### src/rtl/mic_pkg.sv
// Shared constants and state encodings for the microphone frame scheduler.
package mic_pkg;
  localparam int ADC_W        = 12;
  localparam int MIC_SHIFT    = 5;
  localparam int MIC_MIDSCALE = 2048;

  typedef enum logic [1:0] {CAP_IDLE, CAP_WAIT_BANK, CAP_FILL} cap_state_t;
  typedef enum logic {DRN_IDLE, DRN_STREAM} drain_state_t;
  typedef enum logic [1:0] {BANK_EMPTY, BANK_FULL, BANK_DRAINING} bank_state_t;
endpackage

### src/rtl/mic_frame_scheduler_if.sv
// FFT-side valid/ready stream carrying complex sample words.
interface mic_frame_scheduler_if #(
  parameter int WIDTH = 32
);
  logic [WIDTH-1:0] fft_tdata;
  logic             fft_tvalid;
  logic             fft_tready;
  logic             fft_tlast;

  modport master (output fft_tdata, output fft_tvalid, output fft_tlast, input fft_tready);
  modport slave  (input fft_tdata, input fft_tvalid, input fft_tlast, output fft_tready);
endinterface

### src/rtl/mic_frame_bank.sv
// Ping-pong frame storage: two banks of real parts, one write port, one registered read port.
module mic_frame_bank #(
  parameter int FRAME_LEN = 64,
  parameter int DATA_W    = 16
) (
  input  logic                       clk,
  input  logic                       wr_en,
  input  logic [$clog2(FRAME_LEN):0] wr_addr,
  input  logic [DATA_W-1:0]          wr_data,
  input  logic [$clog2(FRAME_LEN):0] rd_addr,
  output logic [DATA_W-1:0]          rd_data
);
  logic [DATA_W-1:0] mem [2*FRAME_LEN];

  always_ff @(posedge clk) begin
    if (wr_en) mem[wr_addr] <= wr_data;
    rd_data <= mem[rd_addr];
  end
endmodule

### src/rtl/mic_frame_scheduler.sv
// Decimates ADC samples into ping-pong frames and streams them to the FFT.
// Build option: define MIC_DC_REMOVE_EN to store mid-scale-removed signed samples.
module mic_frame_scheduler
  import mic_pkg::*;
#(
  parameter int WIDTH     = 32,
  parameter int FRAME_LEN = 64,
  parameter int DECIM     = 16
) (
  input  logic                  adc_clk,
  input  logic                  reset,
  input  logic                  enable,
  input  logic [ADC_W-1:0]      mic_sample,
  mic_frame_scheduler_if.master fft,
  output logic                  overrun,
  output logic [15:0]           samples_dropped,
  output logic                  capturing
);
  localparam int HALF_W = WIDTH / 2;
  localparam int IDX_W  = $clog2(FRAME_LEN);
  localparam int CNT_W  = $clog2(DECIM);
  localparam logic [IDX_W-1:0] LAST_IDX = IDX_W'(FRAME_LEN - 1);

  function automatic logic [HALF_W-1:0] fmt_real(input logic [ADC_W-1:0] s);
`ifdef MIC_DC_REMOVE_EN
    logic signed [ADC_W:0] centered;
    centered = $signed({1'b0, s}) - $signed((ADC_W+1)'(MIC_MIDSCALE));
    return HALF_W'(centered >>> MIC_SHIFT);
`else
    return HALF_W'(s >> MIC_SHIFT);
`endif
  endfunction

  function automatic logic [15:0] sat_inc(input logic [15:0] v);
    return (v == 16'hFFFF) ? v : v + 16'd1;
  endfunction

  logic [CNT_W-1:0] dec_cnt;
  logic             strobe;
  cap_state_t       cap_state, cap_next;
  drain_state_t     drn_state, drn_next;
  bank_state_t      bank_st [2];
  logic             tgt_bank, rd_bank, claim_bank, rd_bank_sel;
  logic [IDX_W-1:0] wr_idx, rd_idx, rd_idx_sel;
  logic             tgt_empty, wr_en, drop, frame_done;
  logic             cur_full, other_full, hs, load, claim, release_bank;
  logic [HALF_W-1:0] real_p0, rd_real_p1, out_real_p2;
  logic             vld_p2, last_p2;

  assign strobe = enable && (dec_cnt == CNT_W'(DECIM - 1));

  always_ff @(posedge adc_clk) begin
    if (reset || !enable || strobe) dec_cnt <= '0;
    else                            dec_cnt <= dec_cnt + 1'b1;
  end

  // Capture FSM
  assign tgt_empty = (bank_st[tgt_bank] == BANK_EMPTY);

  always_ff @(posedge adc_clk) begin
    if (reset) cap_state <= CAP_IDLE;
    else       cap_state <= cap_next;
  end

  always_comb begin
    cap_next = cap_state;
    case (cap_state)
      CAP_IDLE:      if (enable) cap_next = CAP_WAIT_BANK;
      CAP_WAIT_BANK: if (!enable) cap_next = CAP_IDLE;
                     else if (strobe && tgt_empty) cap_next = CAP_FILL;
      CAP_FILL:      if (!enable) cap_next = CAP_IDLE;
                     else if (strobe && wr_idx == LAST_IDX) cap_next = CAP_WAIT_BANK;
      default:       cap_next = CAP_IDLE;
    endcase
  end

  always_comb begin
    wr_en      = 1'b0;
    drop       = 1'b0;
    frame_done = 1'b0;
    capturing  = (cap_state == CAP_FILL);
    case (cap_state)
      CAP_WAIT_BANK: begin
        wr_en = strobe && tgt_empty;
        drop  = strobe && !tgt_empty;
      end
      CAP_FILL: begin
        wr_en      = strobe;
        frame_done = strobe && (wr_idx == LAST_IDX);
      end
      default: ;
    endcase
  end

  always_ff @(posedge adc_clk) begin
    if (reset) begin
      tgt_bank        <= 1'b0;
      wr_idx          <= '0;
      overrun         <= 1'b0;
      samples_dropped <= '0;
    end else begin
      if (cap_state == CAP_FILL && !enable) wr_idx <= '0;
      else if (wr_en)                       wr_idx <= wr_idx + 1'b1;
      if (frame_done) tgt_bank <= ~tgt_bank;
      if (drop) begin
        overrun         <= 1'b1;
        samples_dropped <= sat_inc(samples_dropped);
      end
    end
  end

  // p0: format sample for storage
  assign real_p0 = fmt_real(mic_sample);

  // p1: bank RAM read, address steered one word ahead of the output register
  mic_frame_bank #(.FRAME_LEN(FRAME_LEN), .DATA_W(HALF_W)) u_bank (
    .clk     (adc_clk),
    .wr_en   (wr_en),
    .wr_addr ({tgt_bank, wr_idx}),
    .wr_data (real_p0),
    .rd_addr ({rd_bank_sel, rd_idx_sel}),
    .rd_data (rd_real_p1)
  );

  // Drain FSM
  assign cur_full   = (bank_st[rd_bank] == BANK_FULL);
  assign other_full = (bank_st[~rd_bank] == BANK_FULL);
  assign hs         = vld_p2 && fft.fft_tready;

  always_ff @(posedge adc_clk) begin
    if (reset) drn_state <= DRN_IDLE;
    else       drn_state <= drn_next;
  end

  always_comb begin
    drn_next = drn_state;
    case (drn_state)
      DRN_IDLE:   if (cur_full) drn_next = DRN_STREAM;
      DRN_STREAM: if (hs && last_p2 && !other_full) drn_next = DRN_IDLE;
      default:    drn_next = DRN_IDLE;
    endcase
  end

  // While the last word is on the bus the RAM already reads the other bank's word 0.
  always_comb begin
    load         = 1'b0;
    claim        = 1'b0;
    claim_bank   = rd_bank;
    release_bank = 1'b0;
    rd_bank_sel  = rd_bank;
    rd_idx_sel   = rd_idx;
    case (drn_state)
      DRN_IDLE: begin
        rd_idx_sel = '0;
        if (cur_full) begin
          load       = 1'b1;
          claim      = 1'b1;
          rd_idx_sel = IDX_W'(1);
        end
      end
      DRN_STREAM: begin
        if (last_p2) begin
          rd_bank_sel = ~rd_bank;
          rd_idx_sel  = '0;
          if (hs) begin
            release_bank = 1'b1;
            if (other_full) begin
              load       = 1'b1;
              claim      = 1'b1;
              claim_bank = ~rd_bank;
              rd_idx_sel = IDX_W'(1);
            end
          end
        end else if (hs) begin
          load = 1'b1;
          if (rd_idx == LAST_IDX) begin
            rd_bank_sel = ~rd_bank;
            rd_idx_sel  = '0;
          end else begin
            rd_idx_sel = rd_idx + 1'b1;
          end
        end
      end
      default: ;
    endcase
  end

  // p2: output register, held while the FFT stalls
  always_ff @(posedge adc_clk) begin
    if (reset) begin
      rd_bank     <= 1'b0;
      rd_idx      <= '0;
      vld_p2      <= 1'b0;
      last_p2     <= 1'b0;
      out_real_p2 <= '0;
    end else begin
      if (release_bank) rd_bank <= ~rd_bank;
      if (load) begin
        rd_idx      <= claim ? IDX_W'(1) : rd_idx + 1'b1;
        out_real_p2 <= rd_real_p1;
        vld_p2      <= 1'b1;
        last_p2     <= !claim && (rd_idx == LAST_IDX);
      end else if (hs) begin
        vld_p2  <= 1'b0;
        last_p2 <= 1'b0;
      end
    end
  end

  always_ff @(posedge adc_clk) begin
    if (reset) begin
      bank_st[0] <= BANK_EMPTY;
      bank_st[1] <= BANK_EMPTY;
    end else begin
      if (frame_done)   bank_st[tgt_bank]   <= BANK_FULL;
      if (claim)        bank_st[claim_bank] <= BANK_DRAINING;
      if (release_bank) bank_st[rd_bank]    <= BANK_EMPTY;
    end
  end

  assign fft.fft_tdata  = {{(WIDTH-HALF_W){1'b0}}, out_real_p2};
  assign fft.fft_tvalid = vld_p2;
  assign fft.fft_tlast  = last_p2;
endmodule

### src/flat_wrapper.sv
// flat-port wrapper written by rule: the top's interface ports become plain ports
module mic_frame_scheduler_flat import mic_pkg::*;
#(
  parameter int WIDTH     = 32,
  parameter int FRAME_LEN = 64,
  parameter int DECIM     = 16
)
  (adc_clk, reset, enable, mic_sample, overrun, samples_dropped, capturing, fft_fft_tdata, fft_fft_tvalid, fft_fft_tlast, fft_fft_tready);
  mic_frame_scheduler_if #(.WIDTH(WIDTH)) fft_i ();
  input  logic adc_clk;
  input  logic reset;
  input  logic enable;
  input  logic [ADC_W-1:0] mic_sample;
  output logic overrun;
  output logic [15:0] samples_dropped;
  output logic capturing;
  output wire logic [$bits(fft_i.fft_tdata)-1:0] fft_fft_tdata;
  output wire logic [$bits(fft_i.fft_tvalid)-1:0] fft_fft_tvalid;
  output wire logic [$bits(fft_i.fft_tlast)-1:0] fft_fft_tlast;
  input wire logic [$bits(fft_i.fft_tready)-1:0] fft_fft_tready;
  assign fft_fft_tdata = fft_i.fft_tdata;
  assign fft_fft_tvalid = fft_i.fft_tvalid;
  assign fft_fft_tlast = fft_i.fft_tlast;
  assign fft_i.fft_tready = fft_fft_tready;
  mic_frame_scheduler #(.WIDTH(WIDTH), .FRAME_LEN(FRAME_LEN), .DECIM(DECIM)) u_core (.adc_clk(adc_clk), .reset(reset), .enable(enable), .mic_sample(mic_sample), .fft(fft_i), .overrun(overrun), .samples_dropped(samples_dropped), .capturing(capturing));
endmodule
### config.mk
export PLATFORM = sky130hd
export DESIGN_NAME = mic_frame_scheduler_flat
export DESIGN_NICKNAME = d
export VERILOG_FILES = /design/src/rtl/mic_pkg.sv /design/src/rtl/mic_frame_scheduler_if.sv /design/src/rtl/mic_frame_bank.sv /design/src/rtl/mic_frame_scheduler.sv /design/src/flat_wrapper.sv
export SDC_FILE = /design/constraint.sdc
export NUM_CORES = 1
export LEC_CHECK = 0
export ABC_CLOCK_PERIOD_IN_PS = 5850
export CORE_MARGIN = 8
export CORE_UTILIZATION = 25
export DETAILED_ROUTE_END_ITERATION = 10
export PLACE_DENSITY = 0.36
export SKIP_CTS_REPAIR_TIMING = 1
export SLEW_MARGIN = 20
export SYNTH_ARGS = -nofsm -noshare
export SYNTH_HDL_FRONTEND = slang
export SYNTH_HIERARCHICAL = 1
export SYNTH_SLANG_ARGS = --single-unit
### constraint.sdc
create_clock -name adc_clk -period 5.85 [get_ports adc_clk]
set_input_delay 1.4625 -clock adc_clk [delete_from_list [all_inputs] [get_ports adc_clk]]
set_output_delay 1.4625 -clock adc_clk [all_outputs]
set_load 0.1 [all_outputs]
==> impl_metrics.py, run 1 <==
metrics = {
    "clock_tree": {
        "cts-htree-levels": 4,
        "clk_path_buf_depth": 4,
        "clk_pin_slew_worst_paths_ns": 0.06,
        "clock-sinks": 2126,
        "worstSkewPairLatency_ns": 0.89,
        "cts_tree": "done",
        "cts_buffers": 244,
        "cts-root-buf": "clkbuf_16",
    },
    "yosys": {
        "synth_warnings": 6,
        "synth_area_mm2": 0.0816,
        "ys_ff_latch": 2126,
        "synth_cell_types": 51,
        "synth_top_family_by_area": "multiplexers",
        "synth-edff-count": 2048,
        "muxShareOfSynthArea": 0.190,
        "synth_ff_type": "edfxtp_1",
        "synthAdderAreaFrac": 0.00123,
        "synth_xor_area_frac": 0.00268,
        "post_synth.cell_area_avg_um2": 23.6,
        "async_flop_share": 0,
        "synth-simple-area-share": 0.0185,
        "seq_area_frac_synth": 0.773,
        "synth_compound_gate_area_share": 0.00371,
        "postSynthCellCount": 3451,
    },
    "power_and_ir_drop": {
        "p_total_mw": 31.6,
        "p_leak_nw": 32.4,
        "irDropWorstVdd_v": 0.000229,
        "power_density_mw_per_mm2": 311,
    },
    "critical_path": {
        "timing.rr.start": "u_core/bank_st[0][0]",
        "crit_fanout": 14,
        "startpoint_type": "input pin",
        "cp_data_arrival_time_ns": 5.69,
        "end_kind": "flip-flop",
        "crit_path_start": "fft_fft_tready",
        "rrSetupSlack_ns": 1.33,
        "r2r_end": "u_core/u_bank/rd_data[12]",
        "path_class": "input pin to flip-flop",
        "crit_required_ns": 6.62,
        "worst_r2r_path_depth": 11,
    },
    "min_path": {
        "min_from": "u_core/overrun",
        "hold_depth": 2,
        "min_path_type": "flip-flop to flip-flop",
        "hold_path_end": "u_core/overrun",
    },
    "detailed_routing": {
        "dr_wl_met3_um": 9430,
        "drtIter0Drc": 2845,
        "dr.max_layer_used": "met5",
        "via_count": 37572,
        "wl_um": 219000,
        "drt_first_pass_iters": 7,
        "viasPerCell": 3.95,
        "post_drt_wl_per_cell_um": 23.0,
        "drtAntennaViolNets": 0,
        "drc": 0,
        "wl_met1_um": 97900,
        "wl_met2_um": 107000,
    },
    "sta": {
        "holdWs_ns": 0.444,
        "drv_slew": 0,
        "clock.fmax_ghz": 0.203,
        "slew_headroom": 0.211,
        "fin_crit_ns": 4.92,
        "fin_ws_ns": 0.929,
        "fin_crit_sh": 0.841,
        "tightest_slew_ns": 1.18,
        "fin_setup_tns_ns": 0,
        "rsz0062_at_grt": "false",
        "finalHoldViolCount": 0,
        "clock_skew_ns": 0.0583,
        "setup_viol": 0,
    },
    "floorplan": {
        "die_height_um": 587,
        "coreArea_mm2": 0.325,
        "start_util": 0.251,
        "boundaryPins": 68,
        "dieArea_mm2": 0.345,
        "num_rows": 209,
        "die_w_um": 587,
    },
    "cells_and_area": {
        "synthToLayoutAreaGrowth_pct": 24.5,
        "final_area_mm2": 0.102,
        "final_core_util": 0.313,
        "nNetsFinal": 5000,
        "final_cells": 9507,
        "drive_above_1_share": 0.272,
    },
    "global_routing": {
        "grt_pass1_wl_um": 311000,
        "overflow": 0,
        "grtUsageTotal": 0.125,
        "grt_pass1_vias": 39898,
        "antenna_found_initial": 33,
        "grt_max_degree": 88,
    },
    "place": {
        "place_hpwl_um": 137000,
        "dp_slack_ns": -0.0124,
        "place_inst": 9054,
        "routabilityCongestion": 0.715,
        "dpl_cell_area_mm2": 0.0939,
        "io_buffer_count": 46,
    },
    "outcome": {
        "status": "complete, no violations",
    },
    "flow_run": {
        "maxCapViolations": 0,
    },
}
-- Yosys cell counts, types with 19 or more instances --
library cell     n  area (um2)
mux4_2         672       15100
edfxtp_1      2048       61500
dfxtp_1         78        1560
mux2i_1         19         190
clkbuf_1        90         338
nand3_1         28         140
buf_2           56         280
nor2_1         185         694
buf_1           31         116
xnor2_1         21         184
nand2_1         35         131
nor3_1          21         105
-- placed cells by master, fill, tap and decap left out, drive strengths merged, types with 4 or more instances in the layout --
cell / netlist / final
xnor2: 21 / 21
nand3: 29 / 29
inv: 7 / 10
nand2b: 6 / 6
o21ai: 8 / 8
mux2i: 19 / 19
nor2: 185 / 185
diode: 0 / 15
o31ai: 5 / 5
clkinvlp: 0 / 4
clkbuf: 90 / 319
nand2: 35 / 35
ha: 8 / 8
dfxtp: 78 / 78
or3: 4 / 4
clkdlybuf4s50: 0 / 33
mux2: 16 / 16
nand4: 14 / 14
nor4: 7 / 7
nor3: 21 / 21
nor2b: 9 / 9
conb: 1 / 1168
clkinv: 0 / 95
mux4: 672 / 672
bufinv: 0 / 16
edfxtp: 2048 / 2048
xor2: 4 / 4
a21oi: 18 / 18
buf: 106 / 275
-- metal layers --
layer / track usage / vias up
met1: 0.170 / 19916
met2: 0.210 / 686
li1: - / 16687
met3: 0.0220 / 281
met4: 0.0292 / 2
met5: 0 / -
-- kinds of logic after synthesis --
| logic type | count (synthesis) |
|---|---|
| flops | 2126 |
| mux | 707 |
| simple gates | 333 |
| buf+inv | 203 |
| compound gates | 48 |
| xor+xnor | 25 |
| fa+ha+maj | 8 |
| other cells | 1 |
-- report_power, final --
group | leakage [nW] | internal [mW] | switching, mW
Sequential | 19.0 | 16.7 | 0.00148
Combinational | 9.60 | 0.0182 | 0.257
Clock | 3.73 | 8.58 | 6.07
-- worst max-delay path by stage --
stage | cells past startpoint | endpoint | slack (ns)
floorplan | 12 | u_core/u_bank/rd_data[0] | 0.89
finish | 13 | u_core/u_bank/rd_data[12] | 0.93
global route | 13 | u_core/u_bank/rd_data[12] | 0.85
CTS | 13 | u_core/u_bank/rd_data[12] | 0.98
global placement | 13 | u_core/u_bank/rd_data[12] | -0.02
detailed placement | 13 | u_core/u_bank/rd_data[12] | -0.01
-- critical path, cell delays in order --
cell             delay (ns)
clkdlybuf4s50_1        0.55
nand2_1                0.16
nor2_1                 0.06
and3_1                 0.19
nand2b_1               0.21
o21ai_4                0.24
buf_12                 0.23
buf_12                 0.23
buf_12                 0.20
mux4_2                 0.53
mux4_2                 0.53
mux4_2                 0.65
mux2_2                 0.36
-- cell type report --
cell class	count	area, um2
fill	31156	223000
sequential	2126	63100
multi-input combinational	2289	22300
clock buffer	319	6630
tap	4325	5410
timing repair buffer	308	3110
clock inverter	118	978
antenna	15	37.5
inverter	7	26.3
-- sequential cells by signal (all words and copies together), names as in the netlist, 4 cells and up, named ones only --
| signal | flops |
|---|---|
| u_core/bank_st | 4 |
| u_core/samples_dropped | 16 |
| u_core/rd_idx | 6 |
| u_core/dec_cnt | 4 |
| u_core/out_real_p2 | 16 |
| u_core/u_bank/mem | 2048 |
| u_core/u_bank/rd_data | 16 |
| u_core/wr_idx | 6 |
Note: power is estimated with default switching activity, not from simulation.
==> inputs of run 2 (changes only) <==
--- a/config.mk
+++ b/config.mk
@@ -5,11 +5,11 @@
 export SDC_FILE = /design/constraint.sdc
 export NUM_CORES = 1
 export LEC_CHECK = 0
-export ABC_CLOCK_PERIOD_IN_PS = 5850
+export ABC_CLOCK_PERIOD_IN_PS = 4300
 export CORE_MARGIN = 8
 export CORE_UTILIZATION = 25
 export DETAILED_ROUTE_END_ITERATION = 10
-export PLACE_DENSITY = 0.36
+export PLACE_DENSITY = 0.37
 export SKIP_CTS_REPAIR_TIMING = 1
 export SLEW_MARGIN = 20
 export SYNTH_ARGS = -nofsm -noshare
==> constraint.sdc (replaced) <==
create_clock -name adc_clk -period 4.3 [get_ports adc_clk]
set_input_delay 1.075 -clock adc_clk [delete_from_list [all_inputs] [get_ports adc_clk]]
set_output_delay 1.075 -clock adc_clk [all_outputs]
set_load 0.1 [all_outputs]
==> run 2 against run 1 <==
  * Register-to-register slack worse by 1.2 ns
  * Utilization increased by 0.99 points
  * Global-route usage increased by 0.63 points
  * Non-clock buffer count grew 139
  * Clock power increased by 39%
  * Largest power group unchanged
  * Sequential power increased by 36%
  * Critical endpoint is now u_core/u_bank/rd_data[13]
  * First-iteration DRC count decreased by 4.9%
  * Highest routed layer unchanged
==> impl_metrics.py, run 2 (synthesis gave the netlist of run 1 again) <==
metrics = {
    "cells_and_area": {
        "final_core_util": 0.323,
        "nNetsFinal": 5138,
        "final_common_cell": "edfxtp_1",
        "layout_common_cells": "edfxtp_1 (2048), conb_1 (1168), mux4_2 (672)",
        "drive_above_1_share": 0.296,
        "synthToLayoutAreaGrowth_pct": 28.4,
        "fillCellCount": 30924,
        "regMostFlops": "u_core/u_bank/mem",
        "largest_reg_flops": 2048,
    },
    "power_and_ir_drop": {
        "combPwrFrac": 0.009,
        "power_density_mw_per_mm2": 415,
        "seqPwrFrac": 0.522,
        "p_leak_nw": 33.6,
        "irDropWorstVdd_v": 0.000347,
        "p_switching_mw": 8.99,
        "p_total_mw": 43.5,
        "swShare": 0.207,
        "clockPowerShare": 0.469,
        "p_int_mw": 34.5,
    },
    "clock_tree": {
        "cts_tree": "done",
        "clock-sinks": 2126,
        "clk_path_buf_depth": 4,
        "worstSkewPairLatency_ns": 0.94,
        "cts_buffers": 243,
        "cts-root-buf": "clkbuf_16",
        "clk_pin_slew_worst_paths_ns": 0.06,
        "cts-htree-levels": 4,
    },
    "place": {
        "dp_slack_ns": -1.28,
        "routabilityCongestion": 0.715,
        "io_buffer_count": 46,
        "place_hpwl_um": 146000,
    },
    "critical_path": {
        "cp_data_arrival_time_ns": 4.95,
        "startpoint_type": "flip-flop",
        "crit_slowest_cell": "mux4_2",
        "end_kind": "flip-flop",
        "crit_fanout": 9,
        "rrSetupSlack_ns": 0.13,
        "timing.rr.start": "u_core/rd_idx[0]",
        "worst_r2r_path_depth": 14,
        "critPathTopFamily": "multiplexers",
        "crit_chain": "ha_1 > nand3_1 > nor2_1 > and3_1 > nand2b_1 > o21ai_4 > buf_12 > buf_12 > buf_12 > buf_12 > mux4_2 > mux4_2 > mux4_2 > mux2_2",
        "crit_path_start": "u_core/rd_idx[0]",
        "crit_top_cell": "buf_12",
        "cpPeakStageDelay_ns": 0.65,
        "crit_required_ns": 5.08,
        "cp_num_buf_inv": 4,
        "path_class": "flip-flop to flip-flop",
        "r2r_end": "u_core/u_bank/rd_data[13]",
        "crit_cells": 14,
        "crit_end": "u_core/u_bank/rd_data[13]",
    },
    "detailed_routing": {
        "wl_um": 230000,
        "drtAntennaViolNets": 0,
        "via_count": 38314,
        "drtIter0Drc": 2707,
        "post_drt_wl_per_cell_um": 23.8,
        "drc": 0,
        "viasPerCell": 3.97,
        "drt_first_pass_iters": 5,
    },
    "flow_run": {
        "maxCapViolations": 0,
    },
    "floorplan": {
        "boundaryPins": 68,
        "dieArea_mm2": 0.345,
        "die_height_um": 587,
        "num_rows": 209,
        "die_w_um": 587,
        "start_util": 0.251,
        "coreArea_mm2": 0.325,
    },
    "sta": {
        "drv_slew": 0,
        "tightest_slew_ns": 1.00,
        "fin_crit_ns": 4.17,
        "fin_crit_sh": 0.970,
        "clock.fmax_ghz": 0.240,
        "fin_ws_ns": 0.128,
        "clock_skew_ns": 0.0649,
        "holdWs_ns": 0.450,
        "finalHoldViolCount": 0,
        "setup_viol": 0,
        "slew_headroom": 0.328,
    },
    "global_routing": {
        "grt_pass1_vias": 40754,
        "grt-busiest-layer": "met2",
        "grt_max_degree": 91,
        "overflow": 0,
        "grt_pass1_wl_um": 322000,
        "antenna_found_initial": 30,
        "grtUsageTotal": 0.131,
        "use_met1": 0.175,
        "met2_usage": 0.218,
        "use_met3": 0.0295,
    },
    "min_path": {
        "min_path_type": "flip-flop to flip-flop",
    },
    "outcome": {
        "status": "complete, no violations",
    },
}
## run 2: worst register-to-register path: cells and delay by family (launching register included)
kind                       cells  cell delay (ns)
DFF                            1             0.32
adders and majority gates      1             0.21
AOI/OAI and AO/OA              1             0.22
and+or+nand+nor                4             0.58
muxes                          4             2.08
buffers and inverters          4             0.67
## run 2: through the flow
step	instances	TNS, ns	area (um2)
floorplan	4618	0	86400
global placement	9181	-18.99	96800
detailed placement	9181	-17.73	96800
CTS	9631	-1.75	105000
global route	9646	-0.00327	105000
finish	9654	0	105000
## run 2: area by class of cell
class                      instances  area [um2]  share of cell area
sequential                      2126       63100               0.602
multi-input combinational       2289       22400               0.213
clock buffer                     288        6310              0.0602
timing repair buffer             447        6100              0.0582
tap                             4325        5410              0.0516
clock inverter                   162        1520              0.0145
inverter                           7        26.3            0.000251
antenna                           10        25.0            0.000239
## run 2: worst min-delay path by stage
stage                      start           endpoint  slack, ns  cells past startpoint
6_report          u_core/overrun     u_core/overrun       0.45                      2
5_1_grt        u_core/dec_cnt[0]  u_core/dec_cnt[0]       0.47                      1
4_1_cts           u_core/overrun     u_core/overrun       0.45                      2
3_5_place_dp   u_core/dec_cnt[0]  u_core/dec_cnt[0]       0.44                      1
3_3_place_gp   u_core/dec_cnt[0]  u_core/dec_cnt[0]       0.44                      1
2_1_floorplan  u_core/dec_cnt[0]  u_core/dec_cnt[0]       0.42                      1
## run 2: power by group through the flow
| stage | clock network (mW) | registers [mW] | logic, mW |
|---|---|---|---|
| 6_report | 20.4 | 22.7 | 0.383 |
| 5_1_grt | 21.9 | 22.7 | 0.454 |
| 4_1_cts | 21.2 | 22.7 | 0.364 |
| 3_5_place_dp | 0 | 23.1 | 0.364 |
| 3_3_place_gp | 0 | 23.1 | 0.358 |
| 2_1_floorplan | 0 | 23.1 | 0.184 |
## run 2: metal layers
layer	share of wire	vias up
li1	-	16985
met1	0.44	20295
met2	0.48	709
met3	0.054	315
met4	0.026	10
met5	0.00030	-
